File: config.mk
export PLATFORM = sky130hd
export DESIGN_NAME = alarm_clock_ctrl
export DESIGN_NICKNAME = d
export VERILOG_FILES = /design/src/rtl/alarm_clock_ctrl.sv
export SDC_FILE = /design/constraint.sdc
export NUM_CORES = 1
export LEC_CHECK = 0
export BUFFER_PORTS_ARGS = -buffer_cell sky130_fd_sc_hd__buf_4
export CAP_MARGIN = 20
export CORE_ASPECT_RATIO = 1.75
export CORE_MARGIN = 2
export CORE_UTILIZATION = 57
export CTS_BUF_LIST = sky130_fd_sc_hd__clkbuf_4 sky130_fd_sc_hd__clkbuf_8 sky130_fd_sc_hd__clkbuf_16
export CTS_CLUSTER_SIZE = 8
export DETAILED_ROUTE_END_ITERATION = 8
export PLACE_DENSITY = 0.85
export SYNTH_ARGS = -nofsm -noshare
export SYNTH_HDL_FRONTEND = slang
export SYNTH_SLANG_ARGS = --single-unit
File: constraint.sdc
create_clock -name clk -period 3.8 [get_ports clk]
set_clock_uncertainty 0.1 [all_clocks]
set_input_delay 0.38 -clock clk [delete_from_list [all_inputs] [get_ports clk]]
set_output_delay 0.38 -clock clk [all_outputs]
set_load 0.02 [all_outputs]
File: src/rtl/alarm_clock_ctrl.sv
// Alarm clock mode/adjust controller: run/adjust sequencing, time step
// strobes, BCD alarm registers and alarm ringing FSM.
// Optional feature macro: ALARM_TIMEOUT_EN (ring auto-stops after RING_SECS).
// Ports: clk, rst (sync, active-low), tick_1hz, btn_c/l/r/u/d pulses,
//   alarm_sw, time digits H1 H2 M1 M2 S1 S2 -> run_en, tm_h_step,
//   tm_m_step, up_down, alarm digits AH1 AH2 AM1 AM2, disp_alarm,
//   field_led, blink, buzzer, alarm_led.
module alarm_clock_ctrl #(
  parameter int RING_SECS = 60,
  parameter int BLINK_DIV = 1
) (
  input  logic       clk,
  input  logic       rst,
  input  logic       tick_1hz,
  input  logic       btn_c,
  input  logic       btn_l,
  input  logic       btn_r,
  input  logic       btn_u,
  input  logic       btn_d,
  input  logic       alarm_sw,
  input  logic [1:0] H1,
  input  logic [3:0] H2,
  input  logic [2:0] M1,
  input  logic [3:0] M2,
  input  logic [2:0] S1,
  input  logic [3:0] S2,
  output logic       run_en,
  output logic       tm_h_step,
  output logic       tm_m_step,
  output logic       up_down,
  output logic [1:0] AH1,
  output logic [3:0] AH2,
  output logic [2:0] AM1,
  output logic [3:0] AM2,
  output logic       disp_alarm,
  output logic [3:0] field_led,
  output logic       blink,
  output logic       buzzer,
  output logic       alarm_led
);

  typedef enum logic [2:0] {
    CLOCK, ADJ_TH, ADJ_TM, ADJ_AH, ADJ_AM, RINGING
  } state_t;

  localparam int DW = (BLINK_DIV > 1) ? $clog2(BLINK_DIV) : 1;
  localparam logic [DW-1:0] DIV_LAST = DW'(BLINK_DIV - 1);

  state_t state, nxt;
  logic [DW-1:0] div;
  logic raw, raw_q, trig;
  logic pc, pl, pr, pu, pd, any_btn;
  logic adj, nxt_adj, div_wrap, ring_done;

  // Priority-resolved button pulses: at most one is set.
  assign pc = btn_c;
  assign pl = btn_l & ~btn_c;
  assign pr = btn_r & ~btn_c & ~btn_l;
  assign pu = btn_u & ~(btn_c | btn_l | btn_r);
  assign pd = btn_d & ~(btn_c | btn_l | btn_r | btn_u);
  assign any_btn = btn_c | btn_l | btn_r | btn_u | btn_d;

  // Edge of the raw compare, so a persisting match (or one that was
  // already present while adjusting) never retriggers.
  assign raw = ({H1, H2, M1, M2} == {AH1, AH2, AM1, AM2})
             && (S1 == 3'd0) && (S2 == 4'd0) && alarm_sw;
  assign trig = raw & ~raw_q & (state == CLOCK);

  assign adj = (state == ADJ_TH) || (state == ADJ_TM)
            || (state == ADJ_AH) || (state == ADJ_AM);
  assign nxt_adj = (nxt == ADJ_TH) || (nxt == ADJ_TM)
                || (nxt == ADJ_AH) || (nxt == ADJ_AM);
  assign div_wrap = tick_1hz & (div == DIV_LAST);

`ifdef ALARM_TIMEOUT_EN
  localparam int RW = $clog2(RING_SECS + 1);
  logic [RW-1:0] ring_cnt;
  assign ring_done = tick_1hz
                   && (ring_cnt == RW'(RING_SECS - 1));
`else
  assign ring_done = 1'b0;
`endif

  function automatic logic [5:0] hr_step(
    input logic [1:0] t, input logic [3:0] u, input logic dn);
    logic [5:0] r;
    if (!dn) begin
      if (t == 2'd2 && u == 4'd3) r = 6'h00;
      else if (u == 4'd9)         r = {t + 2'd1, 4'd0};
      else                        r = {t, u + 4'd1};
    end else begin
      if (t == 2'd0 && u == 4'd0) r = {2'd2, 4'd3};
      else if (u == 4'd0)         r = {t - 2'd1, 4'd9};
      else                        r = {t, u - 4'd1};
    end
    return r;
  endfunction

  function automatic logic [6:0] mn_step(
    input logic [2:0] t, input logic [3:0] u, input logic dn);
    logic [6:0] r;
    if (!dn) begin
      if (t == 3'd5 && u == 4'd9) r = 7'h00;
      else if (u == 4'd9)         r = {t + 3'd1, 4'd0};
      else                        r = {t, u + 4'd1};
    end else begin
      if (t == 3'd0 && u == 4'd0) r = {3'd5, 4'd9};
      else if (u == 4'd0)         r = {t - 3'd1, 4'd9};
      else                        r = {t, u - 4'd1};
    end
    return r;
  endfunction

  always_comb begin
    nxt = state;
    unique case (state)
      CLOCK: begin
        if (pc)        nxt = ADJ_TH;
        else if (trig) nxt = RINGING;
      end
      ADJ_TH: begin
        if (pc)      nxt = CLOCK;
        else if (pr) nxt = ADJ_TM;
        else if (pl) nxt = ADJ_AM;
      end
      ADJ_TM: begin
        if (pc)      nxt = CLOCK;
        else if (pr) nxt = ADJ_AH;
        else if (pl) nxt = ADJ_TH;
      end
      ADJ_AH: begin
        if (pc)      nxt = CLOCK;
        else if (pr) nxt = ADJ_AM;
        else if (pl) nxt = ADJ_TM;
      end
      ADJ_AM: begin
        if (pc)      nxt = CLOCK;
        else if (pr) nxt = ADJ_TH;
        else if (pl) nxt = ADJ_AH;
      end
      RINGING: begin
        if (any_btn || !alarm_sw || ring_done) nxt = CLOCK;
      end
      default: nxt = CLOCK;
    endcase
  end

  always_ff @(posedge clk) begin
    if (!rst) begin
      state      <= CLOCK;
      raw_q      <= 1'b0;
      div        <= '0;
      run_en     <= 1'b1;
      tm_h_step  <= 1'b0;
      tm_m_step  <= 1'b0;
      up_down    <= 1'b0;
      AH1        <= '0;
      AH2        <= '0;
      AM1        <= '0;
      AM2        <= '0;
      disp_alarm <= 1'b0;
      field_led  <= '0;
      blink      <= 1'b0;
      buzzer     <= 1'b0;
      alarm_led  <= 1'b0;
`ifdef ALARM_TIMEOUT_EN
      ring_cnt   <= '0;
`endif
    end else begin
      state <= nxt;
      raw_q <= raw;
      if (tick_1hz) div <= (div == DIV_LAST) ? '0 : div + 1'b1;

      tm_h_step <= (state == ADJ_TH) & (pu | pd);
      tm_m_step <= (state == ADJ_TM) & (pu | pd);
      if (adj && (pu || pd)) up_down <= pd;

      if (state == ADJ_AH && (pu || pd))
        {AH1, AH2} <= hr_step(AH1, AH2, pd);
      if (state == ADJ_AM && (pu || pd))
        {AM1, AM2} <= mn_step(AM1, AM2, pd);

      run_en     <= ~nxt_adj;
      disp_alarm <= (nxt == ADJ_AH) || (nxt == ADJ_AM);
      field_led  <= {nxt == ADJ_AM, nxt == ADJ_AH,
                     nxt == ADJ_TM, nxt == ADJ_TH};
      alarm_led  <= (nxt == RINGING);

      // Blink phase carries across field changes, restarts at 0 on entry.
      if (nxt_adj && adj) begin
        if (div_wrap) blink <= ~blink;
      end else begin
        blink <= 1'b0;
      end

      if (nxt == RINGING) begin
        if (state != RINGING) buzzer <= 1'b1;
        else if (div_wrap)    buzzer <= ~buzzer;
      end else begin
        buzzer <= 1'b0;
      end

`ifdef ALARM_TIMEOUT_EN
      if (state != RINGING) ring_cnt <= '0;
      else if (tick_1hz)    ring_cnt <= ring_cnt + 1'b1;
`endif
    end
  end

endmodule

# After elaboration in Yosys (flattened, before gate mapping)
# Cells that the tools add are included.
# word_totals
reg_bits,30
latchBits,0
mem_bits_rw,0
mem_bits_ro,0
output_inout_bits,25
elab_cells,132
mem_count,0
# classes
n_addsub,9
multipliers,0
div,0
n_lt_le_gt_ge,0
n_eq_ne,19
shift,0
mux,29
bitwise_logic,24
reduce_logical,35
# ops
cell,count
two-way mux 3 bit,15
two-way mux 7 bit,5
two-way mux 6 bit,5
one-hot mux 3 bit (6 select lines),1
"equality test 3 bit, second input constant",5
equality test 13 bit,1
"equality test 3 x 2 -> 1 bit, second input constant",4
zero test 4 bit,3
logical AND 1 bit,11
AND 1 bit,10
zero test 3 bit,3
logical OR 1 bit,9
inverter 1 bit,9
"adder 4 x 1 -> 4 bit, second input constant",2
"equality test 4 bit, second input constant",2
"subtractor 4 x 1 -> 4 bit, second input constant",2
"equality test 3 x 1 -> 1 bit, second input constant",2
"inequality test 3 x 1 -> 1 bit, second input constant",2
AND reduction 3 bit,2
nonzero test 3 bit,2
OR 1 bit,5
"equality test 4 x 2 -> 1 bit, second input constant",1
AND reduction 2 bit,2
"adder 3 x 1 -> 3 bit, second input constant",1
other kinds (10),12

# Logic depth before layout (Yosys ltp)
# logic_depth
depth_word,15
mapped_depth,7
ltp_nobuf,7

# Worst setup path after synthesis
# Ideal clock, no wire load.
# synth_timing
path_type,register to register
start,reg AH2[0]
end,reg AH1[0]
setup_ns,0.067
t_arrival_ns,1.828
required_time_ns,3.633
slack_ns,1.805
stages_incl_launch_ff,8
path_cell_list,dfxtp_1 > inv_1 > ha_1 > or3b_1 > nand3_1 > o211ai_4 > or3_1 > a21oi_2
# synth_via
elab_chain_cells,4
# synth_rtl
item,line_no,source
from (decl),32,"output logic [3:0] AH2,"
from (signal assigned),179,"{AH1, AH2} <= hr_step(AH1, AH2, pd);"
zero test 4 bit / equality test 4 x 2 -> 1 bit (equally long branches),"92, 93, 88",
logical AND 1 bit (on tied branches),"92, 88",
"inequality test 3 x 1 -> 1 bit (no line), or another cell as far along",--,
AND reduction 3 bit (no line) / two-way mux 6 bit (equally long branches),--,
to (signal assigned),179,
to (decl),31,"output logic [1:0] AH1,"
# Parallel ways exist; a longest one is shown, timed or not.
# A chain may end at the register's enable or synchronous reset.

# Final worst setup path
# Same ends and word-level chain as after synthesis.

==> results by group <==
Critical path
  • Slowest cell on crit path: or3b_1
  • Worst path top cell family by delay: simple AND/OR/NAND/NOR gates
  • Type of origin of the critical path: flop
  • R2r startpoint: AH2[0]
  • R2R Setup Slk: 1.69 ns
  • CP peak stage delay: 0.42 ns
  • Arrival time worst endpoint: 2.22 ns
  • R2r worst-path depth: 7
  • WS Path Type: reg -> reg
  • CP Data Required Time: 3.91 ns
  • Crit-path cells: inv_1 > ha_1 > or3b_1 > nand3_1 > o211ai_4 > or3_1 > a21oi_2
  • Critical path origin: AH2[0]
  • Crit end category: flop
  • Crit Path Max Fanout: 9
  • FF-to-FF End: AH1[0]
  • Crit path buf inv count: 1

Global route
  • Largest net degree at the start of global routing: 17
  • Remaining global-route overflow: 0
  • First-pass GRT wire length: 8690 um
  • Vias in the first global route: 2,020
  • GRT Total Usage: 0.265
  • Initial antenna violation count: 0

Pwr
  • Psw: 0.178 mW
  • Clock power frac: 0.406
  • Comb power frac: 0.142
  • LEAKAGE: 0.987 nW
  • Power density cells: 270 nW/um2
  • Switching Share: 0.255
  • Internal: 0.520 mW
  • Worst vdd ir: 183 uV
  • Sequential Power Share: 0.452

Logic synthesis
  • Synth Net Count: 288
  • Area contributors post-synth: dfxtp_1 28%, ha_1 7.7%, xnor2_1 5.8%
  • Sequential share of the synthesized area: 0.275
  • Synthesized area: 2110 um2
  • Yosys warning total: 0
  • Synth top area share: 0.275
  • Post-synth EDFFs: 0
  • Count of unique library cells instantiated by Yosys: 67
  • Post-synth ARST share: 0
  • Syn Inst Count: 246
  • Synth area leader: dfxtp_1
  • Predominant post-synthesis flop cell: dfxtp_1
  • Syn_area_per_cell: 8.58 um2
  • #FFs+latches synth: 29

Layout
  • Non-filler cells, final: 341
  • Antenna fix cells: 0
  • Share of layout cells above drive strength 1: 0.278
  • Util after Layout: 0.720
  • Nets: 336
  • Synth-to-layout area growth: 22.5%

Timing
  • Final Worst Setup Slack: 1.69 ns
  • F_max: 474 MHz
  • Setup TNS: 0 ns
  • Worst slew pin tran: 0.569 ns
  • Final setup violation count: 0
  • Unrepaired setup endpoints after global routing: no
  • Final hold violations: 0
  • Slew Limit Headroom: 0.621
  • Tmin final: 2.11 ns
  • Final slew viol count: 0
  • Fin crit share: 0.555
  • Hold Slack: 0.270 ns

Clocking
  • Clock latency on the worst-skew pair: 0.28 ns
  • H-tree depth: 2
  • Worst-path clk slew: 0.07 ns
  • Post_cts resized: 0
  • TritonCTS clock tree: done
  • Max clock buf depth: 2
  • TritonCTS Buffers: 5
  • Post-CTS Setup Repair Bufs: 0
  • Clock net sink count: 29
  • Post-CTS Hold Fix Bufs: 0
  • CTS root buf: clkbuf_8

Route
  • DR vias: 2,122
  • DR vias/cell: 6.22
  • Residual DRC count: 0
  • Routed WL: 5410 um
  • Iteration-0 DRC Markers: 83
  • WL/cell: 15.9 um
  • 1st-pass router iterations: 4
  • Antenna-violating nets left: 0

Worst hold path
  • Worst-case hold path end point: run_en
  • Hold path cells: 2
  • Hold path startpoint: rst
  • Worst hold path type: in -> reg

Placement
  • Port buffer count: 53
  • Pre-CTS setup slack: 1.67 ns
  • Post-DP HPWL: 4190 um
  • Gpl congestion: 0.961
  • Dpl cells: 333

Floorplanning
  • I/O pin count: 54
  • Die Y: 84.5 um
  • Die area: 4230 um2
  • Starting Density: 0.588
  • Core area: 3590 um2
  • Row count: 29
  • Die X: 50 um

Run
  • Max Cap Viol: 0

Status
  • Status: complete, no violations
stage by stage:
stage                     instance area [um2]  total power, mW
after floorplan                          2110            0.379
after global placement                   2480            0.420
after detailed placement                 2480            0.420
after CTS                                2580            0.700
after global routing                     2580            0.722
final                                    2580            0.698
flip-flops by register name (all words and copies together) (netlist names):
name / cells
raw_q: 1
alarm_led: 1
AH1: 2
AH2: 4
field_led: 4
AM2: 4
state: 3
run_en: 1
up_down: 1
buzzer: 1
tm_h_step: 1
AM1: 3
blink: 1
tm_m_step: 1
disp_alarm: 1
power groups by stage:
stage	Sequential [mW]	Clock (mW)	Combinational (mW)
finish	0.316	0.284	0.0990
global route	0.316	0.300	0.106
CTS	0.316	0.286	0.0986
detailed placement	0.322	0	0.0982
global placement	0.322	0	0.0974
floorplan	0.324	0	0.0552
Yosys cell counts, types with 5 or more instances:
master / n
nand2_1: 13
nand3_1: 5
a21oi_2: 5
nor4_1: 6
nor2_1: 20
ha_1: 13
xnor2_1: 14
inv_1: 12
nor3_1: 7
a21oi_1: 17
o211ai_1: 5
a211oi_1: 5
o21ai_0: 9
nand4_1: 5
dfxtp_1: 29
cell usage in the layout (no fill, tap or decap), types with 2 or more instances in the layout:
master and n:
nand3_1 5, or3_1 3, nor4_1 6, nor3_1 7, nand4b_1 3, mux2i_1 2
nor2b_1 3, buf_4 53, a221oi_1 2, a21oi_2 5, nand4_1 5, dfxtp_1 29
a211oi_1 5, a32oi_1 2, clkbuf_8 7, o21ai_0 9, xnor2_1 14, nand2_1 13
nor2_1 20, a31oi_1 3, o31ai_1 3, nand3b_1 4, o211ai_1 5, nor3b_1 3
a21oi_1 17, xor2_1 2, ha_1 13, a311oi_1 3, nor4b_1 2, inv_1 12
layout make-up:
| cell class | instances | area [um2] |
|---|---|---|
| multi-input cells | 193 | 1400 |
| fillers | 295 | 1010 |
| well taps | 46 | 57.6 |
| inverters | 12 | 45.0 |
| flip-flops and latches | 29 | 581 |
| clock inverters | 1 | 5.00 |
| clock buffers | 7 | 96.3 |
| repair buffers | 53 | 398 |
metal layers:
layer / GRT usage / vias up / wire [um]
met5: 0 / - / 0
met4: 0.182 / 0 / 217
met3: 0.0534 / 21 / 308
met2: 0.477 / 95 / 2980
met1: 0.260 / 998 / 1910
li1: - / 1008 / -
logic make-up after synthesis:
| family | Yosys count | synth area share |
|---|---|---|
| flip-flops | 29 | 0.275 |
| XOR/XNOR | 16 | 0.0664 |
| multiplexers | 3 | 0.0148 |
| adder cells (fa/ha/maj) | 13 | 0.0771 |
| buffers and inverters | 24 | 0.0605 |
| AO/OA/AOI/OAI | 69 | 0.236 |
| AND/OR/NAND/NOR | 92 | 0.270 |
how the worst max path moves through the flow:
stage | end | slack (ns) | cells past startpoint
2_1_floorplan | AH1[0] | 1.80 | 7
3_3_place_gp | run_en | 1.69 | 6
3_5_place_dp | run_en | 1.67 | 6
4_1_cts | AH1[0] | 1.68 | 7
5_1_grt | AH2[2] | 1.57 | 7
6_report | AH1[0] | 1.69 | 7
Power figures use the tool's default switching activity.
